**src/rtl/spm_pkg.sv**
```systemverilog
// Shared SPM datapath definitions: default operand width and the controller state encoding.
package spm_pkg;

  localparam int SPM_N = 64;

  typedef enum logic [1:0] {
    ST_IDLE    = 2'd0,
    ST_COLLECT = 2'd1,
    ST_HOLD    = 2'd2
  } spm_state_e;

endpackage

```
**src/rtl/spm_bit_counter.sv**
```systemverilog
// Bit counter for the product collector; clear, enable and terminal count at 2N-1.
// Latency: one edge per count. Backpressure: none, the count follows the enable.
module spm_bit_counter
  import spm_pkg::*;
#(
  parameter int N = SPM_N
) (
  input  logic clk,
  input  logic rst_n,
  input  logic clr,
  input  logic en,
  output logic tc
);

  localparam int CW = $clog2(2 * N);
  localparam logic [CW-1:0] TC_VAL = CW'(2 * N - 1);

  logic [CW-1:0] cnt_q;
  logic [CW-1:0] cnt_d;

  always_comb begin
    cnt_d = cnt_q;
    if (clr) begin
      cnt_d = '0;
    end else if (en) begin
      cnt_d = cnt_q + CW'(1);
    end
  end

  always_ff @(posedge clk or negedge rst_n) begin
    if (!rst_n) begin
      cnt_q <= '0;
    end else begin
      cnt_q <= cnt_d;
    end
  end

  assign tc = (cnt_q == TC_VAL);

endmodule

```
**src/rtl/spm_prod_collect.sv**
```systemverilog
// Deserialises the LSB-first 2N-bit SPM product stream and offers it with valid/ready.
// Latency: prod_valid rises 2N edges after the start edge. Backpressure: prod held until prod_ready.
// Optional: SPM_COLLECT_OVERRUN_EN adds a sticky 'overrun' flag for starts ignored while busy/holding.
module spm_prod_collect
  import spm_pkg::*;
#(
  parameter int N = SPM_N
) (
  input  logic           clk,
  input  logic           rst_n,
  input  logic           start,
  input  logic           bit_in,
  output logic [2*N-1:0] prod,
  output logic           prod_valid,
  input  logic           prod_ready,
  output logic           busy
`ifdef SPM_COLLECT_OVERRUN_EN
  ,
  output logic           overrun
`endif
);

  localparam int PW = 2 * N;

  spm_state_e    state_q, state_d;
  // Only 2N-1 bits are kept: the last bit is concatenated straight into prod.
  logic [PW-2:0] sr_q, sr_d;
  logic [PW-1:0] prod_q, prod_d;
  logic          cnt_clr;
  logic          cnt_en;
  logic          cnt_tc;

  spm_bit_counter #(
    .N (N)
  ) u_cnt (
    .clk   (clk),
    .rst_n (rst_n),
    .clr   (cnt_clr),
    .en    (cnt_en),
    .tc    (cnt_tc)
  );

  always_comb begin
    state_d = state_q;
    sr_d    = sr_q;
    prod_d  = prod_q;
    cnt_clr = 1'b0;
    cnt_en  = 1'b0;
    case (state_q)
      ST_IDLE: begin
        if (start) begin
          state_d = ST_COLLECT;
          sr_d    = '0;
          cnt_clr = 1'b1;
        end
      end
      ST_COLLECT: begin
        sr_d   = {bit_in, sr_q[PW-2:1]};
        cnt_en = 1'b1;
        if (cnt_tc) begin
          prod_d  = {bit_in, sr_q};
          state_d = ST_HOLD;
        end
      end
      ST_HOLD: begin
        if (prod_ready) begin
          state_d = ST_IDLE;
        end
      end
      default: begin
        state_d = ST_IDLE;
      end
    endcase
  end

  always_ff @(posedge clk or negedge rst_n) begin
    if (!rst_n) begin
      state_q <= ST_IDLE;
      sr_q    <= '0;
      prod_q  <= '0;
    end else begin
      state_q <= state_d;
      sr_q    <= sr_d;
      prod_q  <= prod_d;
    end
  end

  assign prod       = prod_q;
  assign prod_valid = (state_q == ST_HOLD);
  assign busy       = (state_q == ST_COLLECT);

`ifdef SPM_COLLECT_OVERRUN_EN
  logic overrun_q, overrun_d;

  // A dropped start on the handshake edge still counts: set beats clear.
  always_comb begin
    overrun_d = overrun_q;
    if (start && (state_q != ST_IDLE)) begin
      overrun_d = 1'b1;
    end else if (prod_valid && prod_ready) begin
      overrun_d = 1'b0;
    end
  end

  always_ff @(posedge clk or negedge rst_n) begin
    if (!rst_n) begin
      overrun_q <= 1'b0;
    end else begin
      overrun_q <= overrun_d;
    end
  end

  assign overrun = overrun_q;
`endif

endmodule

```
**config.mk**
```make
export PLATFORM = sky130hd
export DESIGN_NAME = spm_prod_collect
export DESIGN_NICKNAME = d
export VERILOG_FILES = /design/src/rtl/spm_pkg.sv /design/src/rtl/spm_bit_counter.sv /design/src/rtl/spm_prod_collect.sv
export SDC_FILE = /design/constraint.sdc
export NUM_CORES = 1
export LEC_CHECK = 0
export ABC_AREA = 0
export CAP_MARGIN = 20
export CORE_MARGIN = 8
export CORE_UTILIZATION = 54
export CTS_CLUSTER_SIZE = 30
export DETAILED_ROUTE_END_ITERATION = 8
export PLACE_DENSITY_LB_ADDON = 0.25
export SYNTH_ARGS = -nofsm -noshare
export SYNTH_HDL_FRONTEND = slang
export SYNTH_SLANG_ARGS = --single-unit
```
**constraint.sdc**
```tcl
create_clock -name clk -period 2.21 [get_ports clk]
set_input_delay 0.442 -clock clk [delete_from_list [all_inputs] [get_ports clk]]
set_output_delay 0.442 -clock clk [all_outputs]
set_load 0.1 [all_outputs]
```
Yosys cells after proc, flatten, opt, wreduce, memory -nomap -nowiden
Index checks and enable logic that the tools add are counted.
{"block": "totals", "reg_bits": 264, "in_bits": 5, "out_inout_bits": 130, "wordCells": 28}
{"block": "classes", "n_addsub": 1, "eq_ne": 6, "mux": 11, "reduce_logical": 6}
{"operator": "case mux 127 bit (2 select lines)", "n": 1}
{"operator": "two-way mux 127 bit", "n": 1}
{"operator": "two-way mux 7 bit", "n": 2}
{"operator": "adder 7 x 1 -> 7 bit (second input constant)", "n": 1}
{"operator": "== test 7 bit (second input constant)", "n": 1}
{"operator": "two-way mux 2 bit", "n": 3}
{"operator": "case mux 2 bit (3 select lines)", "n": 1}
{"operator": "!= test 2 x 1 -> 1 bit (second input constant)", "n": 2}
{"operator": "AND reduction 2 bit", "n": 2}
{"operator": "nonzero test 2 bit", "n": 2}
{"operator": "two-way mux 1 bit", "n": 3}
{"operator": "AND reduction 3 bit", "n": 1}
{"operator": "== test 2 x 1 -> 1 bit (second input constant)", "n": 1}
{"operator": "== test 2 bit (second input constant)", "n": 1}
{"operator": "zero test 2 bit", "n": 1}
{"operator": "!= test 2 bit (second input constant)", "n": 1}

Depth between registers and ports, before layout
{"block": "depth", "ltp_word": 4, "depth_mapped": 6, "ltp_nobuf": 4}

By module
From an unflattened synthesis, not the netlist that was laid out.
{"block": "hier_totals", "hier_cells": 595, "area_unflattened_um2": 9650.5}
{"mod": "spm_prod_collect", "n_inst": 1, "cells_each": 564, "area_per_inst_um2": 9326.4, "seq_area_each_um2": 6431.2}
{"mod": "spm_bit_counter", "n_inst": 1, "cells_each": 31, "area_per_inst_um2": 324.1, "seq_area_each_um2": 175.2}

Worst setup path before layout
Ideal clock, no wire load.
{"block": "synth_timing", "path_type": "register -> output", "start": "reg state_q[0]", "end": "out prod_valid", "arrival_ns": 1.792, "required_time_ns": 1.768, "path_slack_ns": -0.024, "stages_incl_launch_ff": 2, "path_buffers": 0, "cell_sequence": "dfrtp_1 -> nor2b_1"}
{"block": "synth_between", "elab_chain_cells": 1}
{"item": "start: declaration", "line_no": "spm_prod_collect.sv:25", "rtl": "spm_state_e state_q, state_d;"}
{"item": "start signal: assignment", "line_no": "spm_prod_collect.sv:82", "rtl": "state_q <= state_d;"}
{"item": "== test 2 bit", "line_no": "spm_prod_collect.sv:89", "rtl": "assign prod_valid = (state_q == ST_HOLD);"}
{"item": "end: declaration", "line_no": "spm_prod_collect.sv:14", "rtl": "output logic prod_valid,"}
No other way between the ends.

Worst setup path after layout
{"block": "layout_timing", "start": "reg state_q[1]", "end": "out busy"}
{"block": "layout_between", "elab_chain_cells": 1}
{"item": "== test 2 x 1 -> 1 bit", "line_no": "spm_prod_collect.sv:90", "rtl": "assign busy = (state_q == ST_COLLECT);"}
{"item": "end: declaration", "line_no": "spm_prod_collect.sv:16", "rtl": "output logic busy"}
No other way between the ends.

==> metrics <==
cts bufs inserted=27; Mapped Nets=604; FF+latch count, synth=264; syn avg cell area=16.15 sq um; relative max-transition margin=59.25%; vias per inst=5.725; Filler Cells Inserted=1,246; die footprint=22,420 sq um; layout cells sized above 1=42.88%; register area=6606 sq um; GP Congestion=0.7587; reg2reg setup slack=0.19 ns; setup violators final=0; Syn. warnings=0; vias in the first global route=6,206; Worst Tran Pin Value=0.6113 ns; EDFF count, synth=0; Core Box Area=17,780 sq um; Area Overhead vs Synth=22.97%; Initial Util=54.33%; clk_lat worst skew=0.52 ns; Critical Path AT=1.68 ns; Final Hold Viols=0; post-synth top area share=68.39%; DRC marker count from the first detailed-route iteration=256; First-pass DRT Iterations=5; initial antenna violation count=0; Synth area leader=dfrtp_1; Mapped Cells=598; first-pass GRT wire length=32,580 um; RSZ-0062 raised after global routing=false; die width=149.7 um; Worst Skew=0.01220 ns; post-place setup slack=0.2353 ns; Critical Path Sink Type=output pin; total grt overflow=0; routed len/inst=19.65 um; Overall Global Routing Usage=17.59%; synth unique cells=27; critical path required time=1.77 ns; CP Max Fanout=34; most common cell in the synthesized netlist=dfrtp_1; r2r endpoint=prod[12]; Post-CTS Setup Inserts=0; final net count=747; Power Density=1120 nW/um^2; vias post-DR=5,651; # Max-Cap Violations=0; status=complete, no violations; time the worst path needs with I/O delays and setup=2.117 ns; Crit Path Category=flop to output pin; clk buf depth=3; final cycle utilization of the critical path=95.79%; die height=149.7 um; post-route antenna net violation count=0; Final TNS setup=0 ns; Max H-tree Level=1; Port-buffer cells=134; Boundary Pins=135; Static Leak=6.052 nW; Worst Hold Class=input pin to asynchronous set/reset pin; CTS clk-pin slew, worst paths=0.06 ns; Final Max Slew Viols=0; Final Worst Setup Slack=0.09296 ns; final core occ=66.81%; Max IR drop VDD=0.0009671 V; commonest cells in the synthesized netlist=dfrtp_1, a22o_1, mux2_2; reg2reg start=state_q[1]; clock net sink count=264; n_diodes=0; DP HPWL=12,450 um; final wirelength=19,390 um; largest cells by area after synthesis=dfrtp_1, mux2_2, a22o_1; R2R cell count=5; multi-input logic area=2785 sq um; area of the mapped netlist=9659 sq um; # rows=49; CTS tree=yes; fmax=472.4 MHz; register area share after synthesis=68.39%; ys async rst share=100.0%; commonest register cell after synthesis=dfrtp_1; largest net degree at the start of global routing=75; Post-route DRC=0; CP startpoint kind=flop; CTS root buffer=clkbuf_16
routing by layer:
| layer | global-route usage [%] | vias up | share of wire (%) |
|---|---|---|---|
| met3 | 3.750 | 21 | 5.9 |
| met1 | 24.51 | 2980 | 45 |
| met2 | 28.13 | 146 | 48 |
| met4 | 3.698 | 0 | 1.3 |
| met5 | 0 | - | 0 |
| li1 | - | 2504 | - |
what timing repair did:
action,4_1_cts,5_1_grt
endpoints found under the hold margin,66,0
pin swaps,0,0
gates resized for setup,1,1
setup endpoints to repair,1,1
hold buffers,1,0
final cells by class:
| type | count | share of cell area (%) |
|---|---|---|
| Multi-Input combinational cell | 288 | 23.45 |
| Sequential cell | 264 | 55.62 |
| Clock buffer | 39 | 6.489 |
| Tap cell | 229 | 2.412 |
| Timing Repair Buffer | 157 | 11.55 |
| Inverter | 3 | 0.1580 |
| Clock inverter | 7 | 0.3266 |
per-stage QoR:
stage	area [sq um]	instances	hold WS (ns)	power, mW
6_report	11880	987	0.4815	13.31
5_1_grt	11880	987	0.5193	13.88
4_1_cts	11880	987	0.4980	13.47
3_5_place_dp	11050	940	0.4559	9.242
3_3_place_gp	11050	940	0.4474	9.134
2_1_floorplan	9662	598	0.1464	8.372
worst max-delay path, cell delays in order (launching register included):
cell and delay, ns:
dfrtp_1 0.40, nand2b_2 0.29, inv_8 0.24, buf_12 0.21
registers in the layout, indices dropped and copies added (netlist names):
register,flops
prod,128
sr_q,127
u_cnt.cnt_q,7
state_q,2
cells in the final DEF (no fill, tap or decap):
| cell | synthesis | final |
|---|---|---|
| dlygate4sd3_1 | 0 | 1 |
| o211ai_1 | 1 | 1 |
| nor2_1 | 1 | 1 |
| nand2_1 | 6 | 6 |
| nor3b_1 | 1 | 1 |
| buf_4 | 1 | 138 |
| clkbuf_16 | 0 | 27 |
| or4_1 | 1 | 1 |
| buf_12 | 0 | 14 |
| a31oi_1 | 1 | 1 |
| inv_6 | 0 | 1 |
| nand2b_2 | 1 | 1 |
| clkinv_2 | 0 | 6 |
| clkbuf_8 | 0 | 5 |
| ha_1 | 1 | 1 |
| clkdlybuf4s50_1 | 0 | 3 |
| o21ai_0 | 6 | 6 |
| a41oi_1 | 1 | 1 |
| nor4_4 | 1 | 1 |
| xor2_1 | 2 | 2 |
| a21oi_1 | 1 | 1 |
| inv_1 | 2 | 2 |
| inv_8 | 0 | 1 |
| buf_8 | 0 | 1 |
| o21bai_4 | 0 | 1 |
| clkbuf_1 | 18 | 7 |
| a22o_1 | 128 | 128 |
| a21o_1 | 1 | 1 |
| dfrtp_1 | 264 | 264 |
| mux2_2 | 128 | 128 |
| nand3_1 | 4 | 4 |
| and4_1 | 1 | 1 |
| nor2b_2 | 0 | 1 |
how the worst max path moves through the flow:
stage | startpoint | endpoint | slack [ns] | cells after the start
global route | state_q[1] | busy | 0.02 | 3
global placement | state_q[1] | prod[20] | 0.28 | 5
detailed placement | state_q[1] | prod[118] | 0.24 | 5
CTS | state_q[1] | busy | 0.02 | 3
finish | state_q[1] | busy | 0.09 | 3
floorplan | state_q[1] | u_cnt.cnt_q[6] | 0.03 | 5
power by group:
| group | internal (mW) | switching, mW | leakage [nW] | total (mW) |
|---|---|---|---|---|
| combinational | 0.934 | 2.14 | 2.07 | 3.07 |
| sequential | 5.53 | 0.555 | 3.58 | 6.08 |
| clock | 2.40 | 1.75 | 0.405 | 4.15 |
| total | 8.86 | 4.45 | 6.05 | 13.3 |
logic make-up (layout without fill, tap and decap cells):
family | after synthesis | after routing | share of synthesized area (%)
compound gates | 140 | 140 | 12.36
fa+ha+maj | 1 | 1 | 0.1295
buf+inv | 46 | 206 | 2.915
mux | 128 | 128 | 14.92
simple gates | 17 | 17 | 1.101
xor+xnor | 2 | 2 | 0.1814
flops | 264 | 264 | 68.39
Power figures use the tool's default switching activity.
